### src/rtl/if_prefetch.sv
// Instruction-fetch prefetch queue: keeps up to DEPTH instruction words fetched
// ahead of decode, with redirect flush and a single-outstanding memory handshake.
module if_prefetch #(
    parameter int unsigned DEPTH    = 4,
    parameter logic [31:0] RESET_PC = 32'h0000_0000
) (
    input  logic        clk_i,
    input  logic        rst_i,
    input  logic        start_i,
    input  logic        redirect_i,
    input  logic [31:0] redirect_pc_i,
    input  logic        stall_i,
    output logic        mem_req_o,
    output logic [31:0] mem_addr_o,
    input  logic        mem_ack_i,
    input  logic [31:0] mem_data_i,
    output logic        inst_valid_o,
    output logic [31:0] inst_o,
    output logic [31:0] pc_o
);

    localparam int unsigned PW = $clog2(DEPTH);
    localparam int unsigned CW = PW + 1;
    localparam logic [CW-1:0] FULL = CW'(DEPTH);

    typedef enum logic [1:0] {
        S_IDLE,
        S_REQ,
        S_DISCARD
    } state_t;

    state_t        state;
    state_t        state_nxt;
    logic [31:0]   fetch_pc;
    logic [31:0]   req_addr;
    logic [PW-1:0] wr_ptr;
    logic [PW-1:0] rd_ptr;
    logic [CW-1:0] count;
    logic [31:0]   inst_q [DEPTH];
    logic [31:0]   pc_q   [DEPTH];
    logic          issue;
    logic          enq;
    logic          deq;

    // Redirect overrides everything: no issue, no enqueue, no dequeue that cycle.
    always_comb begin
        state_nxt = state;
        issue     = 1'b0;
        enq       = 1'b0;
        deq       = inst_valid_o && !stall_i && !redirect_i;
        case (state)
            S_IDLE: begin
                if (!redirect_i && start_i && (count < FULL)) begin
                    state_nxt = S_REQ;
                    issue     = 1'b1;
                end
            end
            S_REQ: begin
                if (mem_ack_i) begin
                    state_nxt = S_IDLE;
                    enq       = !redirect_i;
                end else if (redirect_i) begin
                    state_nxt = S_DISCARD;
                end
            end
            S_DISCARD: begin
                if (mem_ack_i) begin
                    state_nxt = S_IDLE;
                end
            end
            default: state_nxt = S_IDLE;
        endcase
    end

    always_ff @(posedge clk_i or negedge rst_i) begin
        if (!rst_i) begin
            state    <= S_IDLE;
            fetch_pc <= RESET_PC;
            req_addr <= 32'h0;
            wr_ptr   <= '0;
            rd_ptr   <= '0;
            count    <= '0;
        end else begin
            state <= state_nxt;
            if (issue) begin
                req_addr <= fetch_pc;
            end
            if (redirect_i) begin
                fetch_pc <= redirect_pc_i;
                wr_ptr   <= '0;
                rd_ptr   <= '0;
                count    <= '0;
            end else begin
                if (enq) begin
                    fetch_pc <= fetch_pc + 32'd4;
                    wr_ptr   <= wr_ptr + 1'b1;
                end
                if (deq) begin
                    rd_ptr <= rd_ptr + 1'b1;
                end
                if (enq && !deq) begin
                    count <= count + 1'b1;
                end else if (!enq && deq) begin
                    count <= count - 1'b1;
                end
            end
        end
    end

    // Queue storage needs no reset; the outputs are gated by the occupancy count.
    always_ff @(posedge clk_i) begin
        if (enq) begin
            inst_q[wr_ptr] <= mem_data_i;
            pc_q[wr_ptr]   <= req_addr;
        end
    end

    assign mem_req_o    = (state != S_IDLE);
    assign mem_addr_o   = req_addr;
    assign inst_valid_o = (count != '0);
    assign inst_o       = inst_valid_o ? inst_q[rd_ptr] : 32'h0;
    assign pc_o         = inst_valid_o ? (pc_q[rd_ptr] + 32'd4) : 32'h0;

endmodule

### config.mk
export PLATFORM = sky130hd
export DESIGN_NAME = if_prefetch
export DESIGN_NICKNAME = d
export VERILOG_FILES = /design/src/rtl/if_prefetch.sv
export SDC_FILE = /design/constraint.sdc
export NUM_CORES = 1
export LEC_CHECK = 0
export CORE_UTILIZATION = 45
export DETAILED_ROUTE_END_ITERATION = 16
export GPL_TIMING_DRIVEN = 0
export PLACE_DENSITY_LB_ADDON = 0.3
export SLEW_MARGIN = 20
export SYNTH_ARGS = -nofsm -noshare
export SYNTH_HDL_FRONTEND = slang
export SYNTH_SLANG_ARGS = --single-unit
### constraint.sdc
create_clock -name clk_i -period 3.6 [get_ports clk_i]
set_input_delay 0.72 -clock clk_i [delete_from_list [all_inputs] [get_ports clk_i]]
set_output_delay 0.72 -clock clk_i [all_outputs]
set_load 0.02 [all_outputs]
==> impl_metrics.tcl, run 1 <==
set metrics [dict create \
    outcome "finished, violations left" \
    violations "setup timing" \
    synth_top_area_share_pct 55.9 \
    first_pass_iters 5 \
    antenna_cells 0 \
    wl_per_cell_um 19.8 \
    report.final.setup_viol 16 \
    h-tree-depth 2 \
    grt_pass1_vias 8010 \
    cts_buffers 36 \
    grt_pass1_wl_um 45100 \
    wirelength_um 29800 \
    fin_cells 1501 \
    drt_iter0_markers 481 \
    ctsHoldBuffers 0 \
    post-synth-top-count-cell "edfxtp_1" \
    p_leak_nw 6.19 \
    slew_headroom_pct 55.2 \
    viasPerCell 5.37 \
    die-width_um 177 \
    peakVddDrop_uv 387 \
    cp_max_fo 5 \
    hold_class "input port to async pin" \
    synth_cell_types 45 \
    p_per_area_mw_per_mm2 759 \
    clock_insertion_delay_worst_skew_ns 0.53 \
    die_area_mm2 0.0313 \
    grt_max_degree 45 \
    rsz0062_at_grt "true" \
    tightest_slew_ns 0.672 \
    start_util_pct 46.0 \
    core_area_mm2 0.0299 \
    port_buffers 167 \
    overflow 0 \
    vias 8057 \
    worstPathRequired_ns 2.88 \
    seq_area_frac_synth_pct 69.2 \
    cts.sinks 329 \
    fin_crit_sh_pct 109 \
    ant_nets 0 \
    syn-cell-area_mm2 0.0138 \
    cp-end-kind "output pin" \
    max_freq_ghz 0.256 \
    antenna_found_initial 0 \
    syn_area_per_cell_um2 16.8 \
    yosysTopAreaCell "edfxtp_1" \
    skew_ns 0.0288 \
    finalMaxSlewViolations 0 \
    synth_edf_count 256 \
    io_pins 168 \
    syn_inst 821 \
    finalSetupTns_ns -3.66 \
    period_needed_ns 3.91 \
    synth_commonest_cells "edfxtp_1, dfrtp_1, nand2_1" \
    synthArstFlopShare_pct 22.2 \
    yosys-top-cells-area "edfxtp_1, dfrtp_1, mux4_2, mux2_2, mux4_1" \
    clock_path_buffers 3 \
    cp-start-kind "flop" \
    ys_ff_latch 329 \
    clk_pin_slew_ns 0.06 \
    fin_ws_ns -0.312 \
    arrival_ns 3.19 \
    place.gp.congestion 0.833 \
    remaining_drc_errors 0 \
    hold_violations 0 \
    drv_cap 0 \
    synth_top_flop_cell "edfxtp_1" \
    path_class "flop to output pin" \
    dp_hpwl_um 19000 \
    row_count 63 \
    nNetsFinal 1160 \
    drive_gt1_share_pct 29.8 \
    yosysWarnings 0 \
    grt_usage_pct 18.9 \
    pre_cts_ws_ns -0.699 \
    die_h_um 177 \
    root_buffer "clkbuf_16" \
    synth.net_count 898 \
    fillers 2233 \
    areaGrowthSynthToFinish_pct 29.7 \
    cts_tree "built" \
    dpl.cell_count 1384 \
]
-- kinds of logic (layout without fill, tap and decap cells) --
logic type,Yosys count,after routing,share of synthesized area [%]
AO/OA/AOI/OAI,70,70,2.64
flip-flops,329,329,69.2
adder cells (fa/ha/maj),7,7,0.691
XOR/XNOR,41,41,2.61
AND/OR/NAND/NOR,221,221,8.87
multiplexers,101,101,13.9
buffers and inverters,52,342,2.17
-- cells in the final DEF (no fill, tap or decap), drive strengths merged, types with 13 or more instances in the layout --
cell type / netlist / final
mux2: 34 / 34
xnor2: 27 / 27
dfrtp: 73 / 73
nand2: 51 / 51
inv: 13 / 13
clkbuf: 28 / 106
mux4: 64 / 64
clkinv: 0 / 17
nand4: 16 / 16
xor2: 14 / 14
nand3: 20 / 20
buf: 11 / 89
nor2: 25 / 25
a21oi: 19 / 19
edfxtp: 256 / 256
o21ai: 44 / 44
or3: 17 / 17
clkdlybuf4s50: 0 / 103
and2: 37 / 37
-- metal layers --
layer | vias to the layer above | global-route usage (%) | part of all wire, %
met1 | 4057 | 26.5 | 45
met5 | - | 0 | 0
met3 | 49 | 2.75 | 5.2
li1 | 3716 | - | -
met2 | 235 | 30.6 | 48
met4 | 0 | 5.89 | 2.3
-- flip-flops by register name, summed over array words and instances, names as in the netlist --
register / count
inst_q: 128
pc_q: 128
fetch_pc: 32
mem_addr_o: 32
count: 3
rd_ptr: 2
state: 2
wr_ptr: 2
-- cell type report --
| class | count | area [um^2] | share of cell area, % |
|---|---|---|---|
| flip-flops and latches | 329 | 9520 | 53.3 |
| multi-input cells | 440 | 4130 | 23.1 |
| repair buffers | 224 | 2100 | 11.8 |
| clock buffers | 44 | 972 | 5.45 |
| well taps | 390 | 488 | 2.73 |
| plain buffers | 39 | 369 | 2.07 |
| clock inverters | 22 | 219 | 1.23 |
| inverters | 13 | 48.8 | 0.273 |
-- critical path: stages (launching register included) --
cell	delay, ns
dfrtp_2	0.44
buf_6	0.15
buf_12	0.12
buf_12	0.12
buf_6	0.13
mux4_2	0.37
and4_4	0.22
buf_6	0.11
nand4_1	0.20
nor4_2	0.35
mux2i_1	0.25
buf_4	0.19
-- worst paths after layout --
path                       cells after the start  slack [ns]                    endpoint                     from
max                                           11       -0.31                    pc_o[31]    rd_ptr[0]$_DFFE_PN0P_
min                                            1        0.12     fetch_pc[0]$_DFFE_PN0P_                    rst_i
max reg2reg                                    5        1.09     inst_q[1][12]$_DFFE_PP_     state[1]$_DFFE_PN0P_
min reg2reg                                    1        0.51   mem_addr_o[1]$_DFFE_PN0P_  fetch_pc[1]$_DFFE_PN0P_
max in group asynchronous                      2        2.91  mem_addr_o[25]$_DFFE_PN0P_                    rst_i
min in group clk_i                             1        0.51   mem_addr_o[1]$_DFFE_PN0P_  fetch_pc[1]$_DFFE_PN0P_
-- timing repair --
action,in CTS,in global routing
resized for setup,231,105
setup endpoints to repair,65,47
gates cloned,1,4
pin swaps,32,12
setup buffers,29,17
-- per-stage QoR --
step	cell area (um^2)	utilization, %	hold slack, ns	power [mW]
2_1_floorplan	13800	-	0.424	7.56
4_1_cts	17600	59.0	0.116	13.4
3_3_place_gp	15900	53.3	0.484	9.51
5_1_grt	17800	59.7	0.140	14.1
3_5_place_dp	16100	53.8	0.498	9.58
6_report	17800	59.7	0.122	13.6
-- power by group --
part / total (mW) / internal, mW / switching (mW)
registers: 5.03 / 4.61 / 0.423
logic: 4.91 / 2.38 / 2.53
clock network: 3.61 / 2.16 / 1.46
total: 13.6 / 9.14 / 4.41
No activity file was read; power rests on OpenSTA's default activity.
==> inputs of run 2 (changes only) <==
--- a/config.mk
+++ b/config.mk
@@ -9,6 +9,7 @@
 export DETAILED_ROUTE_END_ITERATION = 16
 export GPL_TIMING_DRIVEN = 0
 export PLACE_DENSITY_LB_ADDON = 0.3
+export SKIP_CTS_REPAIR_TIMING = 1
 export SLEW_MARGIN = 20
 export SYNTH_ARGS = -nofsm -noshare
 export SYNTH_HDL_FRONTEND = slang
==> constraint.sdc (replaced) <==
create_clock -name clk_i -period 4.8 [get_ports clk_i]
set_input_delay 0.96 -clock clk_i [delete_from_list [all_inputs] [get_ports clk_i]]
set_output_delay 0.96 -clock clk_i [all_outputs]
set_load 0.02 [all_outputs]
==> impl_metrics.tcl, run 2 (synthesized netlist as in run 1, its figures left out) <==
set metrics [dict create \
    outcome "finished, final reports clean" \
    peakVddDrop_uv 288 \
    worstPathRequired_ns 3.84 \
    drt_iter0_markers 472 \
    start_util_pct 46.0 \
    antenna_found_initial 0 \
    die_area_mm2 0.0313 \
    p_per_area_mw_per_mm2 566 \
    cts.sinks 329 \
    max_freq_ghz 0.216 \
    drv_cap 0 \
    viasPerCell 5.39 \
    fillers 2287 \
    cp-end-kind "output pin" \
    crit_chain "buf_6 > mux4_1 > nand4_2 > or4_4 > buf_6 > or3_1 > a21oi_1 > clkdlybuf4s50_1" \
    report.final.setup_viol 0 \
    vias 7822 \
    fin_crit_sh_pct 96.5 \
    grt_usage_pct 18.3 \
    p_leak_nw 5.92 \
    mostFrequentLayoutCells "edfxtp_1, clkdlybuf4s50_1, dfrtp_1, nand2_1, mux4_2" \
    cts_buffers 36 \
    dpl.cell_count 1384 \
    cpPeakStageDelay_ns 0.67 \
    io_pins 168 \
    root_buffer "clkbuf_16" \
    r2r_cells 5 \
    grt_pass1_wl_um 43500 \
    row_count 63 \
    crit_top_cell "buf_6" \
    antenna_cells 0 \
    overflow 0 \
    areaGrowthSynthToFinish_pct 25.9 \
    h-tree-depth 2 \
    period_needed_ns 4.63 \
    cts_tree "built" \
    ant_nets 0 \
    clock_path_buffers 3 \
    grt_max_degree 45 \
    die_h_um 177 \
    clk_pin_slew_ns 0.06 \
    cp_max_fo 10 \
    tightest_slew_ns 0.924 \
    final_common_cell "edfxtp_1" \
    cp-start-kind "flop" \
    hold_violations 0 \
    path_buf_inv 3 \
    cp_top_family "simple AND/OR/NAND/NOR gates" \
    clock_insertion_delay_worst_skew_ns 0.53 \
    fin_cells 1452 \
    core_area_mm2 0.0299 \
    finalMaxSlewViolations 0 \
    final_util_pct 58.0 \
    cp.depth 8 \
    wl_per_cell_um 19.5 \
    remaining_drc_errors 0 \
    wirelength_um 28300 \
    slew_headroom_pct 37.9 \
    place.gp.congestion 0.833 \
    grt_pass1_vias 7687 \
    drive_gt1_share_pct 17.2 \
    rsz0062_at_grt "false" \
    top_regs "inst_q (128), pc_q (128)" \
    dp_hpwl_um 19000 \
    path_class "flop to output pin" \
    cp_slowest_cell "clkdlybuf4s50_1" \
    nNetsFinal 1111 \
    hold_class "input port to async pin" \
    port_buffers 167 \
    r2r_setup_slack_ns 2.27 \
    arrival_ns 3.67 \
    skew_ns 0.0307 \
    first_pass_iters 5 \
    die-width_um 177 \
]
[run 2: path summary, 6_finish.rpt]
check,from,to
worst max-delay path,rd_ptr[0]$_DFFE_PN0P_,pc_o[17]
worst min-delay path,rst_i,fetch_pc[0]$_DFFE_PN0P_
worst max register to register,state[1]$_DFFE_PN0P_,inst_q[1][12]$_DFFE_PP_
worst min register to register,fetch_pc[1]$_DFFE_PN0P_,mem_addr_o[1]$_DFFE_PN0P_
max in group asynchronous,rst_i,mem_addr_o[25]$_DFFE_PN0P_
min in group clk_i,fetch_pc[1]$_DFFE_PN0P_,mem_addr_o[1]$_DFFE_PN0P_
[run 2: per-layer routing]
layer	track usage [%]	wire length (um)	part of all wire (%)	up-vias
met1	26.0	12700	45	3927
met5	0	0	0	-
li1	-	-	-	3633
met3	2.86	1600	5.7	41
met2	29.2	13400	47	221
met4	5.17	547	1.9	0
[run 2: power breakdown]
part	switching [mW]	leakage (nW)	total [mW]	internal (mW)
Clock	1.09	0.582	2.71	1.62
Sequential	0.312	3.20	3.77	3.45
Combinational	1.71	2.14	3.33	1.62
[run 2: through the flow]
step	TNS, ns	setup slack, ns	power, mW	hold WS (ns)	instance area, um^2
finish	0	0.169	9.80	0.362	17300
global route	0	0.0523	10.2	0.372	17300
CTS	-1.53	-0.312	9.91	0.356	17300
detailed placement	0	0.261	7.19	0.498	16100
global placement	-179.59	-0.735	7.13	0.484	15900
floorplan	0	1.21	5.67	0.475	13800
[run 2: layout make-up]
cell class / count / area, um^2 / share of cell area (%)
flip-flops and latches: 329 / 9510 / 54.9
multi-input cells: 440 / 3970 / 22.9
repair buffers: 175 / 1850 / 10.7
clock buffers: 44 / 972 / 5.61
well taps: 390 / 488 / 2.82
plain buffers: 39 / 255 / 1.47
clock inverters: 22 / 219 / 1.26
inverters: 13 / 48.8 / 0.282
[run 2: worst register-to-register path: stages, from the launching register on]
cell,delay (ns)
dfrtp_1,0.42
and3b_1,0.22
clkbuf_1,0.19
buf_1,0.47
and3_4,0.54
buf_16,0.30
==> inputs of run 3 (changes only) <==
--- a/config.mk
+++ b/config.mk
@@ -7,6 +7,7 @@
 export LEC_CHECK = 0
 export CORE_UTILIZATION = 45
 export DETAILED_ROUTE_END_ITERATION = 16
+export GPL_ROUTABILITY_DRIVEN = 0
 export GPL_TIMING_DRIVEN = 0
 export PLACE_DENSITY_LB_ADDON = 0.3
 export SKIP_CTS_REPAIR_TIMING = 1
==> constraint.sdc (replaced) <==
create_clock -name clk_i -period 4.8 [get_ports clk_i]
set_input_delay 1.2 -clock clk_i [delete_from_list [all_inputs] [get_ports clk_i]]
set_output_delay 1.2 -clock clk_i [all_outputs]
set_load 0.02 [all_outputs]
==> impl_metrics.tcl, run 3 (synthesized netlist as in run 1, its figures left out) <==
set metrics [dict create \
    fin_worst_hold_slack_ns 0.507 \
    clock_power_share_pct 27.6 \
    seqPwrFrac_pct 38.4 \
    die-width_um 177 \
    vias 7839 \
    clk_pin_slew_ns 0.06 \
    mostFrequentLayoutCells "edfxtp_1, clkdlybuf4s50_1, dfrtp_1, mux4_2, nand2_1" \
    die_h_um 177 \
    top_regs "inst_q (128), pc_q (128)" \
    arrival_ns 3.46 \
    dpl.cell_count 1384 \
    antenna_cells 0 \
    grt_pass1_wl_um 43500 \
    p_leak_nw 5.92 \
    viasPerCell 5.40 \
    ant_nets 0 \
    cts_buffers 36 \
    root_buffer "clkbuf_16" \
    cp-end-kind "output pin" \
    post_dp_cell_area_mm2 0.0161 \
    multi_input_area_mm2 0.00397 \
    clock_insertion_delay_worst_skew_ns 0.53 \
    wl_per_cell_um 19.5 \
    cp_max_fo 10 \
    crit_start "rd_ptr[0]$_DFFE_PN0P_" \
    cts.sinks 329 \
    drt_iter0_markers 430 \
    wirelength_um 28300 \
    port_buffers 167 \
    start_util_pct 46.0 \
    seq_area_mm2 0.00951 \
    core_area_mm2 0.0299 \
    worstPathRequired_ns 3.60 \
    h-tree-depth 2 \
    drv_cap 0 \
    crit_chain "buf_6 > buf_8 > mux4_2 > ha_2 > and4_4 > nand4_1 > buf_4 > or4_1 > a21oi_2 > clkbuf_2" \
    row_count 63 \
    final_cell_area_mm2 0.0173 \
    r2r-start "state[1]$_DFFE_PN0P_" \
    fin_cells 1452 \
    die_area_mm2 0.0313 \
    cp_top_family "simple AND/OR/NAND/NOR gates" \
    clock_path_buffers 3 \
    period_needed_ns 4.66 \
    max_freq_ghz 0.215 \
    slew_headroom_pct 40.5 \
    first_pass_iters 4 \
    path_buf_inv 4 \
    remaining_drc_errors 0 \
    outcome "finished, final reports clean" \
    hold_class "flop to flop" \
    cp-start-kind "flop" \
    areaGrowthSynthToFinish_pct 25.8 \
    drive_gt1_share_pct 18.5 \
    p_sw_mw 3.12 \
    fillers 2305 \
    cpPeakStageDelay_ns 0.51 \
    io_pins 168 \
    overflow 0 \
    min-delay-start "fetch_pc[1]$_DFFE_PN0P_" \
    report.final.setup_viol 0 \
    fin_crit_sh_pct 97.1 \
    antenna_found_initial 0 \
    dp_hpwl_um 19000 \
    path_class "flop to output pin" \
    grt_pass1_vias 7687 \
    p_per_area_mw_per_mm2 566 \
    skew_ns 0.0316 \
    p_sw_share_pct 31.8 \
    grt_max_degree 45 \
    rsz0062_at_grt "false" \
    final_common_cell "edfxtp_1" \
    cts_tree "built" \
    cp_slowest_cell "or4_1" \
    tightest_slew_ns 0.886 \
    finalMaxSlewViolations 0 \
    peakVddDrop_uv 288 \
    p_comb_share_pct 33.9 \
    grt_usage_pct 18.3 \
    p_total_mw 9.80 \
    p_int_mw 6.68 \
    nNetsFinal 1111 \
    hold_violations 0 \
]
## run 3: worst reg2reg max path, cell delays in order, from the launching register on
cell and delay, ns:
dfrtp_1 0.42, and3b_1 0.22, clkbuf_1 0.19, buf_1 0.47, and3_4 0.54, buf_16 0.30
## run 3: layout make-up
cell class              count  share of cell area [%]
well taps                 390                    2.82
multi-input cells         440                    22.9
plain buffers              39                    1.54
clock inverters            22                    1.27
flip-flops and latches    329                    55.0
repair buffers            175                    10.6
inverters                  13                   0.282
clock buffers              44                    5.62
## run 3: layer usage
layer / share of wire, % / global-route usage (%) / vias to the layer above
met5: 0 / 0 / -
met4: 2.0 / 5.17 / 0
met3: 5.7 / 2.86 / 42
met2: 47 / 29.2 / 226
met1: 45 / 26.0 / 3941
li1: - / - / 3630
## run 3: through the flow
stage,util [%],setup WS (ns),setup TNS [ns]
floorplan,-,0.970,0
global placement,53.3,-0.975,-242.05
detailed placement,53.8,0.0206,0
CTS,57.8,-0.552,-7.40
global route,57.9,0.00420,0
finish,57.9,0.141,0
## run 3: worst paths after layout
path,end,slack [ns],cells past startpoint
min in group asynchronous,fetch_pc[0]$_DFFE_PN0P_,0.60,1
hold reg to reg,mem_addr_o[1]$_DFFE_PN0P_,0.51,1
max in group asynchronous,mem_addr_o[25]$_DFFE_PN0P_,3.64,2
hold / removal,mem_addr_o[1]$_DFFE_PN0P_,0.51,1
setup / recovery,pc_o[22],0.14,10
setup reg to reg,inst_q[1][12]$_DFFE_PP_,2.27,5
## run 3: power by group through the flow
stage / combinational [mW] / sequential, mW / clock [mW]
after floorplan: 1.81 / 3.86 / 0
after global placement: 3.33 / 3.80 / 0
after detailed placement: 3.37 / 3.82 / 0
after CTS: 3.38 / 3.76 / 2.77
after global routing: 3.56 / 3.81 / 2.88
final: 3.33 / 3.76 / 2.71
